## src/rtl/dp_exec_stage.sv

```systemverilog
// ARM data-processing execute stage: ALU + NZCV register feeding a 2-entry result queue.
// Result visible one cycle after accept; in_ready = queue not full (registered), out_* held while stalled.
module dp_exec_stage #(
  parameter int DATA_W  = 32,
  parameter int RADDR_W = 4
) (
  input  logic               clk,
  input  logic               rst_n,
  input  logic               in_valid,
  output logic               in_ready,
  input  logic [3:0]         opcode,
  input  logic               s_bit,
  input  logic [DATA_W-1:0]  rn,
  input  logic [DATA_W-1:0]  op2,
  input  logic               shift_carry,
  input  logic [RADDR_W-1:0] rd_addr,
  output logic               out_valid,
  input  logic               out_ready,
  output logic [DATA_W-1:0]  out_result,
  output logic [RADDR_W-1:0] out_rd_addr,
  output logic               out_we,
  output logic [3:0]         flags
);

  typedef struct packed {
    logic               we;
    logic [RADDR_W-1:0] rd;
    logic [DATA_W-1:0]  res;
  } entry_t;

  entry_t      q_mem_q [2];
  entry_t      q_mem_d [2];
  logic [1:0]  count_q, count_d;
  logic        rd_ptr_q, rd_ptr_d;
  logic        wr_ptr_q, wr_ptr_d;
  logic [3:0]  flags_q, flags_d;

  logic [DATA_W-1:0] add_a, add_b, alu_res;
  logic              add_cin, is_arith, is_cmp, upd, push, pop;
  logic [DATA_W:0]   sum;
  logic              ovf;
  entry_t            new_entry;
  entry_t            head;

  // Subtracts are expressed as a + ~b + cin so one adder covers every arithmetic opcode.
  always_comb begin
    add_a    = rn;
    add_b    = op2;
    add_cin  = 1'b0;
    is_arith = 1'b1;
    case (opcode)
      4'h2, 4'hA: begin add_b = ~op2; add_cin = 1'b1; end
      4'h3:       begin add_a = op2; add_b = ~rn; add_cin = 1'b1; end
      4'h4, 4'hB: ;
      4'h5:       add_cin = flags_q[1];
      4'h6:       begin add_b = ~op2; add_cin = flags_q[1]; end
      4'h7:       begin add_a = op2; add_b = ~rn; add_cin = flags_q[1]; end
      default:    is_arith = 1'b0;
    endcase
  end

  assign sum = {1'b0, add_a} + {1'b0, add_b} + {{DATA_W{1'b0}}, add_cin};
  assign ovf = (add_a[DATA_W-1] == add_b[DATA_W-1]) && (sum[DATA_W-1] != add_a[DATA_W-1]);

  always_comb begin
    alu_res = sum[DATA_W-1:0];
    case (opcode)
      4'h0, 4'h8: alu_res = rn & op2;
      4'h1, 4'h9: alu_res = rn ^ op2;
      4'hC:       alu_res = rn | op2;
      4'hD:       alu_res = op2;
      4'hE:       alu_res = rn & ~op2;
      4'hF:       alu_res = ~op2;
      default:    alu_res = sum[DATA_W-1:0];
    endcase
  end

  assign is_cmp    = (opcode[3:2] == 2'b10);
  assign upd       = s_bit | is_cmp;
  assign in_ready  = (count_q != 2'd2);
  assign out_valid = (count_q != 2'd0);
  assign push      = in_valid & in_ready;
  assign pop       = out_valid & out_ready;

  always_comb begin
    new_entry.we  = ~is_cmp;
    new_entry.rd  = rd_addr;
    new_entry.res = alu_res;
  end

  always_comb begin
    q_mem_d[0] = q_mem_q[0];
    q_mem_d[1] = q_mem_q[1];
    wr_ptr_d   = wr_ptr_q;
    rd_ptr_d   = rd_ptr_q;
    count_d    = count_q;
    flags_d    = flags_q;
    if (push) begin
      q_mem_d[wr_ptr_q] = new_entry;
      wr_ptr_d          = ~wr_ptr_q;
      if (upd) begin
        flags_d[3] = alu_res[DATA_W-1];
        flags_d[2] = (alu_res == '0);
        flags_d[1] = is_arith ? sum[DATA_W] : shift_carry;
        flags_d[0] = is_arith ? ovf : flags_q[0];
      end
    end
    if (pop) rd_ptr_d = ~rd_ptr_q;
    // With one entry, a concurrent push and pop leaves the new entry as head.
    case ({push, pop})
      2'b10:   count_d = count_q + 2'd1;
      2'b01:   count_d = count_q - 2'd1;
      default: count_d = count_q;
    endcase
  end

  always_ff @(posedge clk or negedge rst_n) begin
    if (!rst_n) begin
      q_mem_q[0] <= '0;
      q_mem_q[1] <= '0;
      wr_ptr_q   <= 1'b0;
      rd_ptr_q   <= 1'b0;
      count_q    <= 2'd0;
      flags_q    <= 4'b0000;
    end else begin
      q_mem_q[0] <= q_mem_d[0];
      q_mem_q[1] <= q_mem_d[1];
      wr_ptr_q   <= wr_ptr_d;
      rd_ptr_q   <= rd_ptr_d;
      count_q    <= count_d;
      flags_q    <= flags_d;
    end
  end

  assign head        = q_mem_q[rd_ptr_q];
  assign out_result  = head.res;
  assign out_rd_addr = head.rd;
  assign out_we      = head.we;
  assign flags       = flags_q;

endmodule
```

## config.mk

```make
export PLATFORM = sky130hd
export DESIGN_NAME = dp_exec_stage
export DESIGN_NICKNAME = d
export VERILOG_FILES = /design/src/rtl/dp_exec_stage.sv
export SDC_FILE = /design/constraint.sdc
export NUM_CORES = 1
export LEC_CHECK = 0
export ABC_AREA = 1
export CORE_MARGIN = 4
export CORE_UTILIZATION = 55
export DETAILED_ROUTE_END_ITERATION = 8
export GPL_TIMING_DRIVEN = 0
export PLACE_DENSITY = 0.79
export SYNTH_ARGS = -nofsm -noshare
export SYNTH_HDL_FRONTEND = slang
export SYNTH_SLANG_ARGS = --single-unit
```

## constraint.sdc

```tcl
create_clock -name clk -period 3.2 [get_ports clk]
set_input_delay 0.32 -clock clk [delete_from_list [all_inputs] [get_ports clk]]
set_output_delay 0.32 -clock clk [all_outputs]
set_load 0.02 [all_outputs]
```

Word level (Yosys, flattened, before mapping) --
Cells that the tools add are included.
Word-level totals: register bits 82, input port bits 78, output and inout port bits 43
Operators by class: $add $sub $neg 4, magnitude comparators 3, equal/unequal tests 21, mux-type cells 13, bitwise logic cells 14, reductions and logical operators 15
Operator list (count):
- 32-bit one-hot mux with 6 select lines | 1
- 37-bit 2-to-1 mux | 4
- 74-bit bitwise mux | 1
- 32-bit bitwise AND | 2
- 32-bit NOT | 2
- 32-bit one-hot mux with 2 select lines | 1
- 37-bit demux with 1-bit select | 1
- 32-bit by 32-bit adder with 33-bit output | 1
- 33-bit by 1-bit adder with 33-bit output | 1
- 4-bit == test, second input constant | 8
- 32-bit zero test | 1
- 32-bit 2-to-1 mux | 1
- 32-bit OR | 1
- 32-bit bitwise XOR | 1
- 4-bit by 3-bit == test with 1-bit output, second input constant | 4
- 3-bit OR reduction | 3
- 4-bit by 2-bit == test with 1-bit output, second input constant | 2
- 8-bit OR reduction | 1
- 2-bit OR reduction | 3
- 2-bit == test, second input constant | 2
- 4-bit by 1-bit == test with 1-bit output, second input constant | 1
- 2-bit greater-or-equal comparator, second input constant | 2
- 4-bit zero test | 1
- 1-bit NOT with 2-bit output | 2
- other kinds (17) | 23

Logic depth before layout (Yosys ltp) --
Gate-level depths: netlist of run 1.
depth after elaboration 7, gate-level depth with buffers 25

Worst setup path after synthesis of run 1 --
OpenSTA, ideal clock, no wires.
path kind input port to flip-flop, start point input port opcode[0], end point register flags_q[2], in the netlist flags[2], library setup time 0.065 ns, data arrival time 2.985 ns, data required time 3.135 ns, setup slack 0.150 ns, stages on the path 22, buffers on the path 0, cell sequence inv_1 -> nand2_1 -> nor2_1 -> nor2_1 -> inv_1 -> o22ai_1 -> a21oi_1 -> fa_1 -> inv_1 -> fa_1 -> nand3_1 -> nand3_1 -> or2_2 -> nand3_1 -> nand4_1 -> nor2_1 -> nand2_1 -> nor2_1 -> nand3_1 -> nor2_1 -> nand3_1 -> nand2_1
On the way: cells in the longest elaborated chain, start to end 7, elaborated cells on any way between the ends 27, classes of those cells add/sub (2); eq/ne (13); mux (4); reduce/logical (8)
RTL lines:
- start: declaration | RTL line 11 | input logic [3:0] opcode,
- 4-bit by 3-bit == test with 1-bit output (tied with other cells) | RTL line 51 | case (opcode)
- 3-bit OR reduction (no source line) / 2-bit OR reduction (equally long branches)
- 32-bit one-hot mux with 2 select lines / 32-bit 2-to-1 mux (equally long branches) | RTL line 51
- 32-bit by 32-bit adder with 33-bit output | RTL line 62 | assign sum = {1'b0, add_a} + {1'b0, add_b} + {{DATA_W{1'b0}}, add_cin};
- 33-bit by 1-bit adder with 33-bit output | RTL line 62
- 32-bit one-hot mux with 6 select lines * | RTL line 67 | case (opcode)
- 32-bit zero test * | RTL line 103 | flags_d[2] = (alu_res == '0);
- end signal: assignment | RTL line 131 | flags_q <= flags_d;
- end: declaration | RTL line 36 | logic [3:0] flags_q, flags_d;
Every way passes the cells marked *; elsewhere a longest branch is shown, timed or not. A chain may end at the register's enable or synchronous reset.

Worst setup path in the final report of run 1 --
Ends and elaborated chain as after synthesis.

==> results of run 1 <==
final timing paths:
kind | from | to | slack, ps | cells past startpoint
min in group clk | q_mem_q[12] | q_mem_q[12] | 480 | 2
max | opcode[0] | flags[2] | 120 | 22
min | rst_n | q_mem_q[6] | 400 | 2
max in group asynchronous | rst_n | count_q[1] | 2220 | 3
max reg2reg | flags[1] | flags[2] | 360 | 19
min reg2reg | q_mem_q[12] | q_mem_q[12] | 480 | 2
routing by layer:
layer / global-route usage / up-vias
met5: 0 / -
met2: 0.5611 / 655
met1: 0.4729 / 4969
met3: 0.06107 / 101
li1: - / 5285
met4: 0.1523 / 0
power breakdown:
part	switching, mW	total, mW	internal [mW]	leakage [nW]
sequential	0.241	1.76	1.52	1.02
clock	0.402	1.01	0.605	0.135
combinational	2.50	4.03	1.53	4.67
cell families (layout without fill, tap and decap cells):
| family | after synthesis | count (layout) | share of synthesized area |
|---|---|---|---|
| AOI/OAI and AO/OA | 272 | 272 | 0.1732 |
| xor gates and xnor gates | 11 | 11 | 0.01063 |
| buffers and inverters | 300 | 447 | 0.1279 |
| DFF | 82 | 82 | 0.2263 |
| adders and majority gates | 66 | 66 | 0.09273 |
| and+or+nand+nor | 834 | 834 | 0.3693 |
layout make-up:
cell class,instances,area (sq um)
Buffer,57,325.3
Clock buffer,10,229.0
Clock inverter,6,66.31
Fill cell,1505,4742
Inverter,243,915.9
Multi-Input combinational cell,1183,6113
Sequential cell,82,2052
Tap cell,216,270.3
Timing Repair Buffer,131,1286
per-stage QoR:
stage	power [mW]	hold WS (ps)	TNS (ps)
2_1_floorplan	4.065	24.41	0
3_3_place_gp	5.522	461.4	-148900
3_5_place_dp	5.601	203.7	-70540
4_1_cts	6.679	390.0	0
5_1_grt	7.331	414.2	-25.98
6_report	6.802	401.1	0
registers in the layout, indices dropped and copies added (netlist names):
signal and count:
q_mem_q 74, count_q 2, rd_ptr_q 1, wr_ptr_q 1, flags 4
placed cells by master (no fill, tap or decap), types with 3 or more instances in the layout:
master	netlist	final
a211oi_1	5	5
clkbuf_1	41	27
o21ai_0	154	154
o211ai_1	20	20
o21ai_1	5	5
nand3b_1	8	8
inv_1	238	234
ha_2	0	6
nor3_1	9	9
clkbuf_2	0	6
o221ai_1	31	29
nor2_4	1	8
o22ai_1	7	6
ha_1	64	58
nand3_1	70	62
buf_2	9	13
a21oi_1	42	35
nor2_1	91	71
dfrtp_1	82	82
nand4_1	18	18
clkdlybuf4s50_1	0	115
nand2_1	625	604
clkbuf_16	0	9
inv_2	4	7
nor2_2	2	15
buf_4	4	16
nand3_2	0	7
a21oi_2	0	7
xor2_1	9	9
buf_6	1	3
nand2_2	3	23
clkinvlp_4	0	4
repair_timing:
action / 4_1_cts / 5_1_grt
setup endpoints to repair: 66 / 29
buffers inserted: 3 / 6
cloned: 0 / 0
pin swaps: 4 / 17
gates resized for setup: 65 / 73
hold buffers: 1 / 0
hold endpoints to repair: 16 / 0
==> impl_metrics.toml, run 1 <==
[run_status]
status = "complete, no violations"

[synth]
synth_edf_count = 0
postSynthCellCount = 1565
synth_flop_cell = "dfrtp_1"
synth_seq_area_share = 0.2263
synth_warnings = 0
async_reset_ff_frac = 1.000
synth_area_leaders = "nand2_1 26%, dfrtp_1 23%, inv_1 9.9%, ha_1 8.8%, o21ai_0 8.5%"
syn_nets = 1709
yosysTopAreaCell = "nand2_1"
synth_most_common_cell = "nand2_1"
synth_area_sq_um = 9067
synth_seq_cells = 82
synth_top_cell_area_share = 0.2587
yosys-top-cells-count = "625 x nand2_1, 238 x inv_1, 154 x o21ai_0"
synth_area_per_cell_sq_um = 5.794
netlist-cell-type-count = 40

[critical_path]
cp_slowest_stage_delay_ps = 410
worstPathRequired_ps = 3470
cp_cell_sequence = "buf_2 > inv_2 > nand2_2 > nor2_4 > nor2_1 > inv_2 > clkbuf_8 > o221ai_1 > ha_1 > nand2_1 > nor2_2 > and2_4 > nand3_1 > nand3_1 > nand2_1 > nand3_1 > nand2_1 > nor2_1 > nand2_1 > nor2_1 > nand3_1 > nand2_1"
critPathMaxFanout = 10
worstSetupStartpointType = "primary input"
cp_common_cell = "nand2_1"
cp_top_family = "simple AND/OR/NAND/NOR gates"
critPathKind = "in2reg"
endpoint_kind = "flip-flop"
arrival_ps = 3350
cpMaxStageDelayCell = "ha_1"
path_buf_inv = 4

[run]
maxCapViolations = 0

[place]
gp_congestion = 1.068
placed_cells = 1902
place_area_sq_um = 10560
dp_slack_ps = -1625
dp_hpwl_microns = 25570
placement.io_buffers = 120

[global_routing]
grt_usage = 0.3529
grt_pass1_wl_microns = 51040
antenna_found_initial = 0
grt_pass1_vias = 9905
grt_max_degree = 67
grt_overflow = 0

[floorplanning]
dieWidth_microns = 136.4
ioPinCount = 121
die_y_microns = 136.4
die-area_sq_um = 18610
start_util = 0.5667
core_sq_um = 16000
fp-row-count = 46

[clock_tree]
cts_tree = "yes"
cts_made_buffers = 9
clk_path_buf_depth = 2
insertion_delay_ps = 340
clock-root-buffer = "clkbuf_16"
h-tree-depth = 3
cts_sinks = 82
clkTransAtPathRegs_ps = 60

[sta]
period_share = 0.9628
hold_viol_final = 0
finalClockSkew_ps = 7.188
setup_slack_ps = 119.0
slew_violations = 0
post-route-min-period_ps = 3081
fmax_ghz = 0.3246
tightest_slew_ps = 909.7
relSlewSlack = 0.3936
setup_viol_count_final = 0

[drt]
final_antenna_net_count = 0
wl_met2_microns = 14900
vias_per_cell = 5.711
num_vias = 11010
totalWireLength_microns = 33360
drc = 0
wl_met3_microns = 3652
top_layer_used = "met4"
routedWlPerCell_microns = 17.30
firstDrtPassIters = 7
drtIter0Drc = 1235
wl_met1_microns = 13280

[cells_and_area]
fin_nets = 1851
drive_above_1_share = 0.08528
syn2layout_area_growth_pct = 24.16
fin_cells = 1928
fin_area_sq_um = 11260
post-route-util = 0.7036
n_antenna_cell = 0

[power]
power.leakage_nw = 5.825
irDropWorstVdd_mv = 0.4400
power-per-cell-area_nw_per_um2 = 604.2

[min_path]
worstHoldPathType = "in2async"
(Power assumes the default switching activity.)
==> run 2, diff against run 1 <==
--- a/constraint.sdc
+++ b/constraint.sdc
@@ -3,2 +3,2 @@
 set_output_delay 0.32 -clock clk [all_outputs]
-set_load 0.02 [all_outputs]
+set_load 0.1 [all_outputs]
==> run 2 against run 1 <==
  * The run now ends with negative setup slack left
  * Cell count decreased by 0.16%
  * Combinational power increased by 51%
  * Register-to-register slack worse by 30 ps
  * Sequential power is essentially flat
  * Clock-buffer cell count unchanged
  * Die area did not move
  * Power grew 30%
  * First-iteration DRC count fell by 8.7%
  * Critical path depth unchanged
  * Sequential cell count is the same
  * Critical endpoint unchanged
  * Core utilization is 0.12 points lower
==> impl_metrics.toml, run 2 (synthesized netlist as in run 1, its figures left out) <==
[run_status]
status = "complete, but fails checks"
violations = "negative setup slack"

[clock_tree]
cts_sinks = 82
insertion_delay_ps = 340
clock-root-buffer = "clkbuf_16"
clkTransAtPathRegs_ps = 60
cts_made_buffers = 9
clk_path_buf_depth = 2
cts_tree = "yes"
h-tree-depth = 3

[place]
gp_congestion = 1.068
placement.io_buffers = 120
dp_hpwl_microns = 25570
placed_cells = 1902

[power]
power.leakage_nw = 6.192
irDropWorstVdd_mv = 0.7722
power-per-cell-area_nw_per_um2 = 788.2

[critical_path]
arrival_ps = 3490
cp_cell_sequence = "clkdlybuf4s15_2 > nand2_4 > inv_2 > nor2_4 > nor2_1 > inv_2 > clkbuf_8 > o221ai_1 > ha_1 > nand2_1 > nor2_1 > and2_4 > nand3_1 > nand3_1 > nand2_1 > nand3_1 > nand2_1 > nor2_1 > nand2_1 > nor2_1 > nand3_1 > nand2_1"
cp_common_cell = "nand2_1"
critPathMaxFanout = 10
timing.rr.end = "flags[2]"
worstSetupStartpointType = "primary input"
cp_top_family = "simple AND/OR/NAND/NOR gates"
worstReg2RegStart = "flags[1]"
worstPathRequired_ps = 3470
cpMaxStageDelayCell = "ha_1"
cp_slowest_stage_delay_ps = 400
worst_r2r_path_depth = 19
critPathKind = "in2reg"
path_buf_inv = 4
rrSetupSlack_ps = 330
endpoint_kind = "flip-flop"

[sta]
tightest_slew_ps = 977.7
slew_violations = 0
fmax_ghz = 0.3105
finalClockSkew_ps = 8.034
hold_viol_final = 0
hold_ws_ps = 405.4
post-route-min-period_ps = 3221
setup_viol_count_final = 1
rsz0062_at_grt = "yes"
setup_slack_ps = -20.69
period_share = 1.006
relSlewSlack = 0.3471

[floorplanning]
core_sq_um = 16000
fp-row-count = 46
die_y_microns = 136.4
dieWidth_microns = 136.4
start_util = 0.5667
die-area_sq_um = 18610
ioPinCount = 121

[global_routing]
grt_pass1_wl_microns = 51040
antenna_found_initial = 0
grt_pass1_vias = 9905
grt_usage = 0.3529
grt_max_degree = 67
grt_overflow = 0

[cells_and_area]
syn2layout_area_growth_pct = 23.95
regMostFlops = "q_mem_q"
final_common_cell = "nand2_1"
post-route-util = 0.7025
largest_register_ffs = 74
fin_cells = 1925
drive_above_1_share = 0.07314
n_antenna_cell = 0
nFillCells = 1487
fin_nets = 1848
layout_common_cells = "608 x nand2_1, 235 x inv_1, 154 x o21ai_0"

[min_path]
worstHoldPathType = "in2async"

[drt]
routedWlPerCell_microns = 17.38
drc = 0
num_vias = 10980
final_antenna_net_count = 0
vias_per_cell = 5.704
drtIter0Drc = 1127
totalWireLength_microns = 33460
firstDrtPassIters = 5

[run]
maxCapViolations = 0
## run 2: routing by layer
| layer | vias up | wire (microns) | track usage |
|---|---|---|---|
| met5 | - | 0 | 0 |
| met4 | 0 | 1560 | 0.1523 |
| li1 | 5281 | - | - |
| met3 | 102 | 3503 | 0.06107 |
| met2 | 631 | 14890 | 0.5611 |
| met1 | 4967 | 13510 | 0.4729 |
## run 2: metrics by stage
step | setup WS, ps | power, mW | cell area (sq um) | setup TNS [ps]
4_1_cts | 7.795 | 8.779 | 11030 | 0
3_3_place_gp | -1606 | 7.634 | 10540 | -148900
6_report | -20.69 | 8.859 | 11240 | -20.69
5_1_grt | -140.0 | 9.367 | 11240 | -152.4
3_5_place_dp | -1625 | 7.713 | 10560 | -70540
2_1_floorplan | 56.02 | 6.192 | 9067 | 0
## run 2: what timing repair did
item | 4_1_cts | 5_1_grt
resized for setup | 67 | 72
endpoints found under the hold margin | 16 | 0
pin swaps | 4 | 9
hold buffers | 1 | 0
setup buffers | 3 | 3
endpoints found under the setup margin | 68 | 58
## run 2: worst max-delay path by stage
stage,from,endpoint,slack (ps),cells past startpoint
4_1_cts,opcode[3],flags[2],8,20
3_3_place_gp,opcode[2],flags[2],-1610,23
6_report,opcode[2],flags[2],-20,22
3_5_place_dp,opcode[2],flags[2],-1630,23
2_1_floorplan,rd_ptr_q,out_rd_addr[1],60,3
5_1_grt,opcode[2],flags[2],-140,22
## run 2: where the power goes
part	leakage, nW	internal (mW)	total (mW)	switching (mW)
Sequential	1.02	1.52	1.77	0.246
Combinational	5.04	1.47	6.08	4.61
Clock	0.135	0.605	1.01	0.404
## run 2: layout make-up
class	count	area [sq um]	area share
sequential	82	2052	0.1826
timing repair buffer	128	1340	0.1192
clock buffer	10	229.0	0.02037
tap	216	270.3	0.02405
clock inverter	6	66.31	0.005900
inverter	243	912.1	0.08115
buffer	57	315.3	0.02805
multi-input combinational	1183	6055	0.5387
==> run 3, diff against run 2 <==
- TNS_END_PERCENT: not set -> 10
==> run 3 against run 2 <==
  * The flow still finishes with violations (negative setup slack)
  * Largest power group unchanged
  * First-iteration DRC count up 12%
  * Via count about the same
  * Critical path type unchanged
  * Worst hold slack worse by 2.2 ps
  * Worst setup slack better by 1.4 ps
  * Cell count up 0.10%
  * Power about the same
  * Clock skew down 1.6 ps
  * Global-route usage unchanged
  * Sequential share of layout area about the same
  * Sequential power about the same
==> impl_metrics.toml, run 3 (synthesized netlist as in run 1, its figures left out) <==
[run_status]
status = "complete, but fails checks"
violations = "negative setup slack"

[sta]
finalClockSkew_ps = 6.396
fin_setup_tns_ps = -19.33
post-route-min-period_ps = 3219
hold_viol_final = 0
period_share = 1.006
fmax_ghz = 0.3106
tightest_slew_ps = 977.7
slew_violations = 0
relSlewSlack = 0.3471
setup_viol_count_final = 1
rsz0062_at_grt = "yes"
setup_slack_ps = -19.33

[cells_and_area]
n_antenna_cell = 0
layout_common_cells = "607 x nand2_1, 235 x inv_1, 154 x o21ai_0"
largest_register_ffs = 74
regMostFlops = "q_mem_q"
fin_nets = 1850
final_common_cell = "nand2_1"
nFillCells = 1479
drive_above_1_share = 0.07423
syn2layout_area_growth_pct = 23.98
post-route-util = 0.7026

[power]
pwr-share-clk = 0.114
sw_frac_of_total = 0.5935
switchingPower_mw = 5.259
irDropWorstVdd_mv = 0.7722
comb_power_share = 0.686
power-per-cell-area_nw_per_um2 = 788.3
seqPwrFrac = 0.199
power.leakage_nw = 6.202
p_int_mw = 3.603

[clock_tree]
cts_sinks = 82
clkTransAtPathRegs_ps = 60
clk_path_buf_depth = 2
clock-root-buffer = "clkbuf_16"
h-tree-depth = 3
cts_tree = "yes"
cts_made_buffers = 9
insertion_delay_ps = 340

[run]
maxCapViolations = 0

[critical_path]
worstSetupStartpointType = "primary input"
worstPathRequired_ps = 3470
critPathKind = "in2reg"
critPathMaxFanout = 10
endpoint_kind = "flip-flop"
arrival_ps = 3490

[floorplanning]
die-area_sq_um = 18610
start_util = 0.5667
die_y_microns = 136.4
dieWidth_microns = 136.4
ioPinCount = 121
core_sq_um = 16000
fp-row-count = 46

[place]
dp_hpwl_microns = 25570
gp_congestion = 1.068
placement.io_buffers = 120

[global_routing]
grt_pass1_vias = 9907
grt_usage = 0.3529
antenna_found_initial = 0
grt_max_degree = 67
grt_overflow = 0
grt_pass1_wl_microns = 51040

[drt]
drtIter0Drc = 1258
routedWlPerCell_microns = 17.38
totalWireLength_microns = 33500
drc = 0
final_antenna_net_count = 0
firstDrtPassIters = 8
vias_per_cell = 5.701
num_vias = 10990

[min_path]
worstHoldPathType = "in2async"
-- run 3: worst paths after layout --
path / from / endpoint / slack (ps) / cells after the start
setup / recovery: opcode[2] / flags[2] / -20 / 22
hold / removal: rst_n / q_mem_q[45] / 400 / 2
setup reg to reg: flags[1] / flags[2] / 330 / 19
hold reg to reg: q_mem_q[12] / q_mem_q[12] / 480 / 2
max in group asynchronous: rst_n / count_q[1] / 2220 / 3
min in group clk: q_mem_q[12] / q_mem_q[12] / 480 / 2
-- run 3: area by class of cell --
class	instances	area (sq um)	area share
plain buffers	57	312.8	0.02782
well taps	216	270.3	0.02404
clock inverters	6	66.31	0.005899
flip-flops and latches	82	2052	0.1825
multi-input cells	1183	6045	0.5377
clock buffers	10	229.0	0.02037
inverters	243	912.1	0.08114
repair buffers	130	1355	0.1205
-- run 3: power groups by stage --
stage | clock, mW | sequential, mW | combinational, mW
4_1_cts | 1.02 | 1.75 | 6.01
3_5_place_dp | 0 | 1.77 | 5.95
3_3_place_gp | 0 | 1.75 | 5.88
6_report | 1.01 | 1.77 | 6.08
5_1_grt | 1.06 | 1.82 | 6.48
2_1_floorplan | 0 | 1.84 | 4.35
-- run 3: stage by stage --
step | hold slack [ps] | cells | setup WS (ps) | instance area (sq um) | power [mW]
2_1_floorplan | 24.41 | 1565 | 56.02 | 9067 | 6.192
3_3_place_gp | 461.4 | 1901 | -1606 | 10540 | 7.634
3_5_place_dp | 203.7 | 1902 | -1625 | 10560 | 7.713
4_1_cts | 390.0 | 1922 | -1.277 | 11030 | 8.778
5_1_grt | 414.6 | 1927 | -139.8 | 11240 | 9.367
6_report | 403.2 | 1927 | -19.33 | 11240 | 8.862
-- run 3: layer usage --
layer | track usage | wire [microns] | up-vias
met3 | 0.06107 | 3461 | 107
met1 | 0.4729 | 13580 | 4967
li1 | - | - | 5287
met5 | 0 | 0 | -
met2 | 0.5611 | 14830 | 624
met4 | 0.1523 | 1624 | 0
-- run 3: what timing repair did --
item	CTS	global route
endpoints found under the setup margin	68	69
endpoints found under the hold margin	16	0
resized for setup	65	72
hold buffers	1	0
pin swaps	4	10
buffers inserted	3	5
-- run 3: critical path, cell delays in order --
cell	delay (ps)
clkdlybuf4s15_2	270
nand2_4	120
inv_2	70
nor2_4	140
nor2_1	70
inv_2	120
clkbuf_8	220
o221ai_1	130
ha_1	400
nand2_1	140
nor2_1	250
and2_4	210
nand3_1	140
nand3_1	120
nand2_1	50
nand3_1	110
nand2_1	140
nor2_1	120
nand2_1	70
nor2_1	110
nand3_1	80
nand2_1	60
